`config.mk`:
```
export PLATFORM = sky130hd
export DESIGN_NAME = tdc_ctrl
export DESIGN_NICKNAME = d
export VERILOG_FILES = /design/src/rtl/tdc_ctrl_pkg.sv /design/src/rtl/tdc_phase_dec.sv /design/src/rtl/tdc_ctrl.sv
export SDC_FILE = /design/constraint.sdc
export NUM_CORES = 1
export LEC_CHECK = 0
export CAP_MARGIN = 20
export CELL_PAD_IN_SITES_DETAIL_PLACEMENT = 1
export CELL_PAD_IN_SITES_GLOBAL_PLACEMENT = 2
export CORE_MARGIN = 5
export CORE_UTILIZATION = 44
export CTS_CLUSTER_DIAMETER = 30
export CTS_CLUSTER_SIZE = 40
export DETAILED_ROUTE_END_ITERATION = 6
export DONT_BUFFER_PORTS = 1
export PLACE_DENSITY = 0.91
export SETUP_SLACK_MARGIN = 0.15
export SYNTH_ARGS = -nofsm -noshare
export SYNTH_HDL_FRONTEND = slang
export SYNTH_SLANG_ARGS = --single-unit
```
`constraint.sdc`:
```
create_clock -name clk -period 12.4 [get_ports clk]
set_input_delay 2.48 -clock clk [delete_from_list [all_inputs] [get_ports clk]]
set_output_delay 2.48 -clock clk [all_outputs]
set_load 0.005 [all_outputs]
```
`src/rtl/tdc_ctrl_pkg.sv`:
```
// Shared types and widths for the ring-oscillator TDC sequencer and readout.
// Used by tdc_ctrl and tdc_phase_dec.
package tdc_ctrl_pkg;

    localparam int COARSE_W = 7;
    localparam int FINE_W   = 5;
    localparam int WORD_W   = 12;
    localparam int NPH      = 16;

    typedef enum logic [2:0] {
        ST_OFF   = 3'd0,
        ST_PWRUP = 3'd1,
        ST_INJ   = 3'd2,
        ST_PRIME = 3'd3,
        ST_RUN   = 3'd4
    } tdc_state_t;

    function automatic logic [4:0] popcount16(input logic [NPH-1:0] v);
        logic [4:0] n;
        n = '0;
        for (int i = 0; i < NPH; i++) begin
            n = n + {4'd0, v[i]};
        end
        return n;
    endfunction

endpackage

```
`src/rtl/tdc_phase_dec.sv`:
```
// Combinational decode of the 16 sampled RO phases into a 5-bit fine code,
// with a validity flag that rejects bubbled (non-thermometer-ring) patterns.
module tdc_phase_dec
    import tdc_ctrl_pkg::*;
(
    input  logic [NPH-1:0]    phase,
    output logic [FINE_W-1:0] fine,
    output logic              valid
);

    logic [NPH-1:0] x;
    logic [NPH-1:0] x_rot;
    logic [4:0]     p;
    logic [4:0]     t;

    always_comb begin
        x     = phase ^ {NPH{phase[0]}};
        // x_rot[i] = x[(i+1) % NPH], so x ^ x_rot marks every ring transition
        x_rot = {x[0], x[NPH-1:1]};
        p     = popcount16(phase);
        t     = popcount16(x ^ x_rot);
        fine  = phase[0] ? 5'(6'd32 - {1'b0, p}) : p;
        valid = (t == 5'd0) || (t == 5'd2);
    end

endmodule

```
`src/rtl/tdc_ctrl.sv`:
```
// TDC sequencer (power-up, injection lock, prime) and readout producing word deltas.
// Optional TDC_CTRL_AVG_EN averages deltas over 2^AVG_LOG2 valid samples.
module tdc_ctrl
    import tdc_ctrl_pkg::*;
#(
    parameter int SETTLE_CYC = 16,
    parameter int LOCK_CYC   = 32,
    parameter int ERR_MAX    = 4
`ifdef TDC_CTRL_AVG_EN
   ,parameter int AVG_LOG2   = 2
`endif
) (
    input  logic                clk,
    input  logic                rst_n,
    input  logic                en,
    input  logic [2:0]          ctr_freq_cfg,
    input  logic [COARSE_W-1:0] ripple_count,
    input  logic [NPH-1:0]      phase,
    output logic                tdc_pd,
    output logic                tdc_pd_inj,
    output logic [2:0]          tdc_ctr_freq,
    output logic [WORD_W-1:0]   tdc_word,
    output logic [WORD_W-1:0]   tdc_delta,
    output logic                tdc_valid,
    output logic                bubble_err,
    output logic                busy,
    output logic [2:0]          state_o
);

    // state  | meaning
    // OFF    | TDC and injection powered down, waiting for en
    // PWRUP  | RO free-running, settle timer counting
    // INJ    | injection enabled, lock timer counting
    // PRIME  | waiting for first clean pattern to seed prev_word
    // RUN    | producing words and deltas every valid sample

    localparam int TMR_MAX = (SETTLE_CYC > LOCK_CYC) ? SETTLE_CYC : LOCK_CYC;
    localparam int TMR_W   = $clog2(TMR_MAX) + 1;
    localparam int ERR_W   = $clog2(ERR_MAX + 1);

    localparam logic [TMR_W-1:0] SETTLE_LD = TMR_W'(SETTLE_CYC - 1);
    localparam logic [TMR_W-1:0] LOCK_LD   = TMR_W'(LOCK_CYC - 1);
    localparam logic [ERR_W-1:0] ERR_LAST  = ERR_W'(ERR_MAX - 1);

    logic [COARSE_W-1:0] cap_rc;
    logic [NPH-1:0]      cap_ph;
    logic [FINE_W-1:0]   fine;
    logic                ph_ok;
    logic [WORD_W-1:0]   word_now;
    logic [WORD_W-1:0]   delta_now;
    logic [WORD_W-1:0]   prev_word;
    tdc_state_t          state;
    logic [TMR_W-1:0]    tmr;
    logic [ERR_W-1:0]    err_cnt;

`ifdef TDC_CTRL_AVG_EN
    localparam int ACC_W = WORD_W + AVG_LOG2;
    logic [ACC_W-1:0]    acc;
    logic [ACC_W-1:0]    acc_sum;
    logic [AVG_LOG2-1:0] avg_cnt;

    assign acc_sum = acc + {{AVG_LOG2{1'b0}}, delta_now};
`endif

    always_ff @(posedge clk or negedge rst_n) begin
        if (!rst_n) begin
            cap_rc <= '0;
            cap_ph <= '0;
        end else begin
            cap_rc <= ripple_count;
            cap_ph <= phase;
        end
    end

    tdc_phase_dec u_dec (
        .phase (cap_ph),
        .fine  (fine),
        .valid (ph_ok)
    );

    assign word_now  = {cap_rc, fine};
    assign delta_now = word_now - prev_word;
    assign state_o   = state;

    always_ff @(posedge clk or negedge rst_n) begin
        if (!rst_n) begin
            state        <= ST_OFF;
            tdc_pd       <= 1'b1;
            tdc_pd_inj   <= 1'b1;
            tdc_ctr_freq <= '0;
            tdc_word     <= '0;
            tdc_delta    <= '0;
            tdc_valid    <= 1'b0;
            bubble_err   <= 1'b0;
            busy         <= 1'b0;
            prev_word    <= '0;
            tmr          <= '0;
            err_cnt      <= '0;
`ifdef TDC_CTRL_AVG_EN
            acc          <= '0;
            avg_cnt      <= '0;
`endif
        end else begin
            tdc_valid  <= 1'b0;
            bubble_err <= 1'b0;
            if (!en) begin
                // dropping en overrides everything, including an error restart
                state      <= ST_OFF;
                tdc_pd     <= 1'b1;
                tdc_pd_inj <= 1'b1;
                busy       <= 1'b0;
                tmr        <= '0;
                err_cnt    <= '0;
`ifdef TDC_CTRL_AVG_EN
                acc        <= '0;
                avg_cnt    <= '0;
`endif
            end else begin
                case (state)
                    ST_OFF: begin
                        state        <= ST_PWRUP;
                        tdc_ctr_freq <= ctr_freq_cfg;
                        tdc_pd       <= 1'b0;
                        tdc_pd_inj   <= 1'b1;
                        busy         <= 1'b1;
                        tmr          <= SETTLE_LD;
                        err_cnt      <= '0;
                    end
                    ST_PWRUP: begin
                        if (tmr == '0) begin
                            state      <= ST_INJ;
                            tdc_pd_inj <= 1'b0;
                            tmr        <= LOCK_LD;
                        end else begin
                            tmr <= tmr - TMR_W'(1);
                        end
                    end
                    ST_INJ: begin
                        if (tmr == '0) begin
                            state <= ST_PRIME;
                        end else begin
                            tmr <= tmr - TMR_W'(1);
                        end
                    end
                    ST_PRIME: begin
                        if (ph_ok) begin
                            prev_word <= word_now;
                            state     <= ST_RUN;
                            busy      <= 1'b0;
                        end
                    end
                    ST_RUN: begin
                        if (ph_ok) begin
                            tdc_word  <= word_now;
                            prev_word <= word_now;
                            err_cnt   <= '0;
`ifdef TDC_CTRL_AVG_EN
                            if (avg_cnt == '1) begin
                                tdc_delta <= acc_sum[AVG_LOG2 +: WORD_W];
                                tdc_valid <= 1'b1;
                                acc       <= '0;
                                avg_cnt   <= '0;
                            end else begin
                                acc     <= acc_sum;
                                avg_cnt <= avg_cnt + AVG_LOG2'(1);
                            end
`else
                            tdc_delta <= delta_now;
                            tdc_valid <= 1'b1;
`endif
                        end else begin
                            bubble_err <= 1'b1;
                            if (err_cnt == ERR_LAST) begin
                                state      <= ST_PWRUP;
                                tdc_pd_inj <= 1'b1;
                                busy       <= 1'b1;
                                tmr        <= SETTLE_LD;
                                err_cnt    <= '0;
`ifdef TDC_CTRL_AVG_EN
                                acc        <= '0;
                                avg_cnt    <= '0;
`endif
                            end else begin
                                err_cnt <= err_cnt + ERR_W'(1);
                            end
                        end
                    end
                    default: begin
                        state      <= ST_OFF;
                        tdc_pd     <= 1'b1;
                        tdc_pd_inj <= 1'b1;
                        busy       <= 1'b0;
                    end
                endcase
            end
        end
    end

endmodule

```
==> summary.txt, run 1 <==
Setup path
  • Critical path class: flip-flop to flip-flop
  • Worst EP required: 12.64 ns
  • Critical Path AT: 6.58 ns
  • Endpoint of the worst register-to-register path: tdc_delta[10]
  • Slowest stage delay, CP: 0.54 ns
  • CP Max Fanout: 8
  • Worst setup EP type: flip-flop
  • FF-to-FF setup slack: 6.06 ns
  • Critical path launch point type: flip-flop
  • Path depth of the worst reg2reg path: 18
  • Worst r2r src: cap_ph[0]
  • CP Cell Sequence: ha_1 > inv_1 > fa_1 > fa_1 > fa_1 > fa_1 > fa_1 > fa_1 > xor2_1 > nand2_1 > or3b_2 > a32o_1 > ha_1 > o21ai_0 > o211ai_1 > a221o_1 > xor2_1 > mux2_2
  • Crit-path slowest cell: fa_1
  • CP dominant cell by count: fa_1

Power and ir drop
  • Switch share: 0.4323
  • Maximum vdd ir drop: 0.08939 mV
  • Pwr/cell area: 249.5 nW/µm²
  • Total Power: 1.201 mW
  • Sequential power share: 0.321
  • Sw power: 519.1 µW
  • Clock power frac: 0.163
  • Internal power: 681.7 µW
  • Combinational Power Share: 0.515
  • P_leak: 2.300 nW

GRT
  • Vias in the first global route: 3340
  • Initial antenna violation count: 0
  • Global-route wire length before repair: 17.20 mm
  • Largest net degree at the start of global routing: 80
  • GR Util met3: 0.05895
  • GRT overflow: 0
  • GR Util met2: 0.2767
  • GR Layer Usage met1: 0.2325
  • GRT Util Overall: 0.1742
  • Global route hottest layer: met2

Hold path
  • Worst min path class: flip-flop to flip-flop
  • Hold endpoint: err_cnt[2]
  • HP Start: err_cnt[2]
  • Hold depth: 1

Logic synthesis
  • Yosys cell types: 57
  • Post-Synthesis Cells: 427
  • Synthesized cell area: 4492 µm²
  • Syn Area/Cell: 10.52 µm²
  • EDFF count, synth: 0
  • Synth Register Bits: 79
  • Seq/Total Area, Yosys: 0.4407
  • Post-Syn Nets: 501
  • YS warnings: 0
  • Top_reg_cell synth: dfrtp_1
  • Area contributors post-synth: dfrtp_1 (43%), fa_1 (8.5%), ha_1 (7.2%), mux2_2 (4.8%), nand2_1 (4.6%)
  • Post-synth top cells: dfrtp_1 (77), nand2_1 (55), inv_1 (52)
  • Ys async rst share: 1.000
  • Count leader, synth: dfrtp_1
  • Top cell type's share of synthesized area: 0.4290
  • Dominant cell type by area after synthesis: dfrtp_1

Timing
  • RSZ-0062 raised after global routing: no
  • Final hold violations: 0
  • Max Freq: 0.1577 GHz
  • Tightest Pin Transition: 0.5744 ns
  • Setup TNS: 0 ns
  • Slew Limit Fails: 0
  • Minimum clock period after layout: 6.340 ns
  • Hold_ws: 0.5043 ns
  • Final Setup Violations: 0
  • Relative slew margins: 0.6130
  • Setup Skew: 0.01416 ns
  • Fin crit share: 0.5113

Clocking
  • CTS Hold Bufs: 0
  • CTS Buffer Depth: 2
  • TritonCTS clock tree: built
  • CTS resizes: 0
  • Clock Latency Late Sink: 0.36 ns
  • # H-tree levels: 3
  • Postcts setup bufs: 0
  • Clock sinks: 79
  • CTS Buf Count: 9
  • Clock root cell: clkbuf_8
  • Clock slew at reported path FFs: 0.08 ns

Layout
  • Share of post-route cells with drive strength above 1: 0.1039
  • Area grow syn2layout: 7.131%
  • Number of diodes: 0
  • NumNets Final: 502
  • Fill count: 1095
  • Final instance area: 4812 µm²

Die
  • Row cnt: 36
  • Die outline height: 111.0 µm
  • Initial Utilization: 0.4554
  • I/O pin total: 64
  • Die area: 12330 µm²
  • Die X: 111.0 µm
  • Core area: 9864 µm²

Route
  • Final WL: 10.04 mm
  • Per-cell routed wire length: 17.73 µm
  • DRT Pass-1 Iters: 4
  • # DRC: 0
  • Final ANT Viol Nets: 0
  • DR vias: 3054
  • Starting DRT DRC Count: 90
  • Vias per cell: 5.396

Placed design
  • Detailed-placement wirelength estimate: 7.717 mm
  • Placed inst area: 4616 µm²
  • Final Wtd Congestion: 0.8398
  • Port Buf Inserts: 0

Outcome
  • Status: finished clean

Run
  • Max-cap violation count: 0
-- sequential cells by signal (all words and copies together), names as in the netlist --
register and cells:
cap_ph 16, prev_word 12, tdc_delta 12, tdc_word 12, cap_rc 7, tmr 6
err_cnt 3, state_o 3, tdc_ctr_freq 3, bubble_err 1, busy 1, tdc_pd 1
tdc_pd_inj 1, tdc_valid 1
-- logic make-up (layout without fill, tap and decap cells) --
family / count (synthesis) / after routing / share of synthesized area
and+or+nand+nor: 111 / 111 / 0.1192
DFF: 79 / 79 / 0.4407
xor gates and xnor gates: 26 / 26 / 0.05070
buffers and inverters: 64 / 70 / 0.05543
adders and majority gates: 45 / 45 / 0.1571
AOI/OAI and AO/OA: 80 / 80 / 0.1226
muxes: 22 / 22 / 0.05432
-- metrics by stage --
| step | setup slack [ns] | util | instances |
|---|---|---|---|
| 2_1_floorplan | 6.602 | - | 427 |
| 3_3_place_gp | 6.280 | 0.4679 | 550 |
| 3_5_place_dp | 6.085 | 0.4679 | 550 |
| 4_1_cts | 6.032 | 0.4878 | 566 |
| 5_1_grt | 5.725 | 0.4878 | 566 |
| 6_report | 6.060 | 0.4878 | 566 |
-- critical path: cells and delay by family, from the launching register on --
family	cells	cell delay, ns
fa+ha+maj	8	3.45
compound gates	4	0.91
simple gates	2	0.55
flops	1	0.50
xor+xnor	2	0.44
mux	1	0.27
buf+inv	1	0.09
-- power by group through the flow --
stage	Combinational, mW	Sequential, mW	Clock, mW
floorplan	0.486	0.365	0
global placement	0.586	0.389	0
detailed placement	0.617	0.394	0
CTS	0.624	0.388	0.203
global route	0.710	0.397	0.217
finish	0.619	0.386	0.196
-- worst max-delay path by stage --
stage                          from       endpoint
after floorplan           cap_ph[0]  tdc_delta[10]
after global placement    cap_ph[0]  tdc_delta[10]
after detailed placement  cap_ph[0]  tdc_delta[10]
after CTS                 cap_ph[0]  tdc_delta[10]
after global routing      cap_ph[0]  tdc_delta[10]
final                     cap_ph[0]  tdc_delta[10]
-- layout by cell type (no fill, tap or decap), types with 3 or more instances in the layout --
master / synthesis / layout
a211o_1: 5 / 5
a211oi_1: 6 / 6
a21oi_1: 12 / 12
a31oi_1: 4 / 4
clkbuf_8: 0 / 9
dfrtp_1: 77 / 77
fa_1: 19 / 19
ha_1: 26 / 26
inv_1: 52 / 52
mux2_2: 19 / 19
mux2i_1: 3 / 3
nand2_1: 55 / 55
nand2b_1: 4 / 4
nand3_1: 6 / 6
nand4_1: 3 / 3
nor2_1: 15 / 15
nor2b_1: 4 / 4
nor3_1: 5 / 5
nor3b_1: 3 / 3
o21a_1: 4 / 4
o21ai_0: 19 / 19
o31ai_1: 8 / 8
or3b_2: 3 / 3
xnor2_1: 15 / 15
xor2_1: 11 / 11
-- routing by layer --
layer	share of wire	vias up	routed length [µm]
li1	-	1448	-
met1	0.46	1518	4582
met2	0.47	79	4755
met3	0.060	9	600
met4	0.0099	0	99
met5	0	-	0
-- final cells by class --
type                    count  area (µm²)  area share
multi-input cells         284        2263      0.4704
flip-flops and latches     79        1979      0.4113
inverters                  53       198.9     0.04134
well taps                 133       166.4     0.03458
clock buffers              10       127.6     0.02652
clock inverters             6       68.82     0.01430
repair buffers              1       7.507    0.001560
Power figures use the tool's default switching activity.
==> run 2, diff against run 1 <==
--- a/config.mk
+++ b/config.mk
@@ -9,12 +9,12 @@
 export CELL_PAD_IN_SITES_DETAIL_PLACEMENT = 1
 export CELL_PAD_IN_SITES_GLOBAL_PLACEMENT = 2
 export CORE_MARGIN = 5
-export CORE_UTILIZATION = 44
+export CORE_UTILIZATION = 41
 export CTS_CLUSTER_DIAMETER = 30
 export CTS_CLUSTER_SIZE = 40
 export DETAILED_ROUTE_END_ITERATION = 6
 export DONT_BUFFER_PORTS = 1
-export PLACE_DENSITY = 0.91
+export PLACE_DENSITY = 0.86
 export SETUP_SLACK_MARGIN = 0.15
 export SYNTH_ARGS = -nofsm -noshare
 export SYNTH_HDL_FRONTEND = slang
==> constraint.sdc (replaced) <==
create_clock -name clk -period 6.5 [get_ports clk]
set_input_delay 1.3 -clock clk [delete_from_list [all_inputs] [get_ports clk]]
set_output_delay 1.3 -clock clk [all_outputs]
set_load 0.005 [all_outputs]
==> run 2 against run 1 <==
  * Critical endpoint unchanged
  * Clock skew about the same
  * Maximum frequency up 4.2%
  * Via count up 0.65%
  * Design area up 1.2%
==> summary.txt, run 2 (synthesis gave the netlist of run 1 again) <==
Route
  • # DRC: 0 (unchanged)
  • Vias per cell: 5.346 (-0.92%)
  • Final ANT Viol Nets: 0 (unchanged)
  • DR vias: 3074 (+0.65%)
  • DRT Pass-1 Iters: 4 (unchanged)
  • Starting DRT DRC Count: 76 (-16%)
  • Per-cell routed wire length: 17.59 µm (-0.81%)
  • Final WL: 10.12 mm (+0.77%)

Timing
  • Slew Limit Fails: 0 (unchanged)
  • Minimum clock period after layout: 6.086 ns (-0.2539 ns)
  • Setup Skew: 0.01434 ns (+0.0001776 ns)
  • Max Freq: 0.1643 GHz (+4.2%)
  • Tightest Pin Transition: 0.6304 ns (+0.05599 ns)
  • Setup TNS: 0 ns (unchanged)
  • Hold_ws: 0.4944 ns (-0.009899 ns)
  • RSZ-0062 raised after global routing: no
  • Relative slew margins: 0.5797 (-0.03328)
  • Fin crit share: 0.9364 (+0.4251)
  • Final Setup Violations: 0 (unchanged)
  • Final WS setup: 0.4136 ns (-5.646 ns)
  • Final hold violations: 0 (unchanged)

Setup path
  • Critical Path AT: 6.34 ns (-0.24 ns)
  • CP Max Fanout: 6 (-2)
  • Worst EP required: 6.76 ns (-5.88 ns)
  • Critical path launch point type: flip-flop
  • Worst setup EP type: flip-flop
  • Delay-heaviest family, CP: adder cells
  • Slowest stage delay, CP: 0.54 ns (about the same)
  • CP Cell Sequence: ha_1 > inv_1 > fa_1 > fa_1 > fa_1 > fa_1 > fa_2 > fa_1 > ha_1 > nand2_1 > or3b_2 > a32o_1 > ha_2 > o21ai_0 > o211ai_1 > a221o_1 > xor2_1 > mux2_2
  • Endpoint of the worst register-to-register path: tdc_delta[10]
  • Worst r2r src: cap_ph[0]
  • FF-to-FF setup slack: 0.41 ns (-5.65 ns)
  • CP dominant cell by count: fa_1
  • Worst Path Buf+Inv: 1 (unchanged)
  • Setup crit start: cap_ph[0]
  • Crit-path slowest cell: fa_1
  • Path depth of the worst reg2reg path: 18 (unchanged)
  • Critical path class: flip-flop to flip-flop

Placed design
  • Detailed-placement wirelength estimate: 7.644 mm (-0.95%)
  • Final Wtd Congestion: 0.8177 (-2.6%)
  • Port Buf Inserts: 0 (unchanged)
  • Placed inst area: 4624 µm² (+0.19%)
  • Post-Place Cells: 557 (+1.3%)
  • Place WS: 0.1298 ns (-5.955 ns)

Layout
  • Finished Layout Cells: 575 (+1.6%)
  • Number of diodes: 0 (unchanged)
  • Core Util, Final: 0.4512 (-0.03663)
  • Fill count: 1190 (+8.7%)
  • Final instance area: 4870 µm² (+1.2%)
  • Leading cell types in the layout, fill and taps excluded: dfrtp_1 (76), nand2_1 (55), inv_1 (52)
  • Max reg flops: 16 (unchanged)
  • Area grow syn2layout: 8.412%
  • NumNets Final: 504 (+0.40%)
  • Most common cell after layout, fill and taps aside: dfrtp_1
  • Share of post-route cells with drive strength above 1: 0.1218 (+0.01791)
  • Most flop-heavy register: cap_ph

Die
  • Die outline height: 114.7 µm (+3.3%)
  • Row cnt: 38 (+5.6%)
  • Die area: 13150 µm² (+6.7%)
  • I/O pin total: 64 (unchanged)
  • Die X: 114.7 µm (+3.3%)
  • Initial Utilization: 0.4162 (-0.03917)
  • Core area: 10790 µm² (+9.4%)

Run
  • Max-cap violation count: 0 (unchanged)

Power and ir drop
  • Sw power: 1.020 mW (+97%)
  • Maximum vdd ir drop: 0.2097 mV (+130%)
  • Pwr/cell area: 480.5 nW/µm² (+93%)
  • Total Power: 2.340 mW (+95%)
  • Switch share: 0.4360 (+0.003712)
  • Combinational Power Share: 0.515 (about the same)
  • Internal power: 1.320 mW (+94%)
  • Sequential power share: 0.315 (-0.006)
  • P_leak: 2.319 nW (+0.86%)
  • Clock power frac: 0.170 (+0.007)

Clocking
  • CTS Buffer Depth: 2 (unchanged)
  • # H-tree levels: 3 (unchanged)
  • Clock sinks: 79 (unchanged)
  • CTS Buf Count: 9 (unchanged)
  • Clock slew at reported path FFs: 0.09 ns (about the same)
  • Clock Latency Late Sink: 0.37 ns (about the same)
  • TritonCTS clock tree: built
  • CTS Hold Bufs: 0 (unchanged)
  • Clock root cell: clkbuf_8

GRT
  • Global-route wire length before repair: 17.64 mm (+2.5%)
  • GRT overflow: 0 (unchanged)
  • Initial antenna violation count: 0 (unchanged)
  • GRT Util Overall: 0.1721 (-0.002048)
  • Largest net degree at the start of global routing: 80 (unchanged)
  • Vias in the first global route: 3460 (+3.6%)

Hold path
  • HP Start: err_cnt[2]
  • Hold depth: 1 (unchanged)
  • Hold endpoint: err_cnt[2]
  • Worst min path class: flip-flop to flip-flop

Outcome
  • Status: finished clean
-- run 2: changes by cell type in the layout (fill, tap and decap cells not counted), sizes merged --
| cell | change |
|---|---|
| inv | +2 |
| clkinvlp | -1 |
| buf | +2 |
| clkbuf | -1 |
-- run 2: worst register-to-register path: cells and delay by family, from the launching register on --
family          cells  cell delay [ns]
fa+ha+maj           9             3.63
xor+xnor            1             0.14
mux                 1             0.26
buf+inv             1             0.09
simple gates        2             0.52
compound gates      4             0.93
flops               1             0.42
-- run 2: how the worst max path moves through the flow --
stage | to | slack (ns) | cells past startpoint
3_5_place_dp | tdc_delta[10] | 0.13 | 18
3_3_place_gp | tdc_delta[10] | 0.38 | 18
4_1_cts | tdc_delta[10] | 0.16 | 18
6_report | tdc_delta[10] | 0.41 | 18
2_1_floorplan | tdc_delta[10] | 0.70 | 18
5_1_grt | tdc_delta[10] | 0.17 | 18
-- run 2: layout make-up --
class | count | area (µm²) | area share
multi-input cells | 284 | 2281 | 0.4684
clock inverters | 7 | 87.58 | 0.01799
well taps | 140 | 175.2 | 0.03597
flip-flops and latches | 79 | 1981 | 0.4067
repair buffers | 3 | 22.52 | 0.004625
inverters | 53 | 198.9 | 0.04085
clock buffers | 9 | 123.9 | 0.02544
-- run 2: power by group through the flow --
stage | Sequential, mW | Clock (mW) | Combinational, mW
final | 0.738 | 0.397 | 1.21
after floorplan | 0.696 | 0 | 0.928
after detailed placement | 0.752 | 0 | 1.19
after global routing | 0.760 | 0.435 | 1.38
after global placement | 0.745 | 0 | 1.11
after CTS | 0.743 | 0.413 | 1.20
-- run 2: what timing repair did --
item                                    4_1_cts  5_1_grt
hold endpoints to repair                      0        0
pin swaps                                     0        0
gates resized for setup                       1        4
gates cloned                                  0        0
endpoints found under the setup margin        1        4
buffers inserted                              0        2
-- run 2: routing by layer --
metal / vias up / routed length (µm) / GRT usage
li1: 1457 / - / -
met4: 0 / 231 / 0.07443
met5: - / 0 / 0
met2: 64 / 4583 / 0.2689
met3: 17 / 559 / 0.04017
met1: 1536 / 4741 / 0.2290
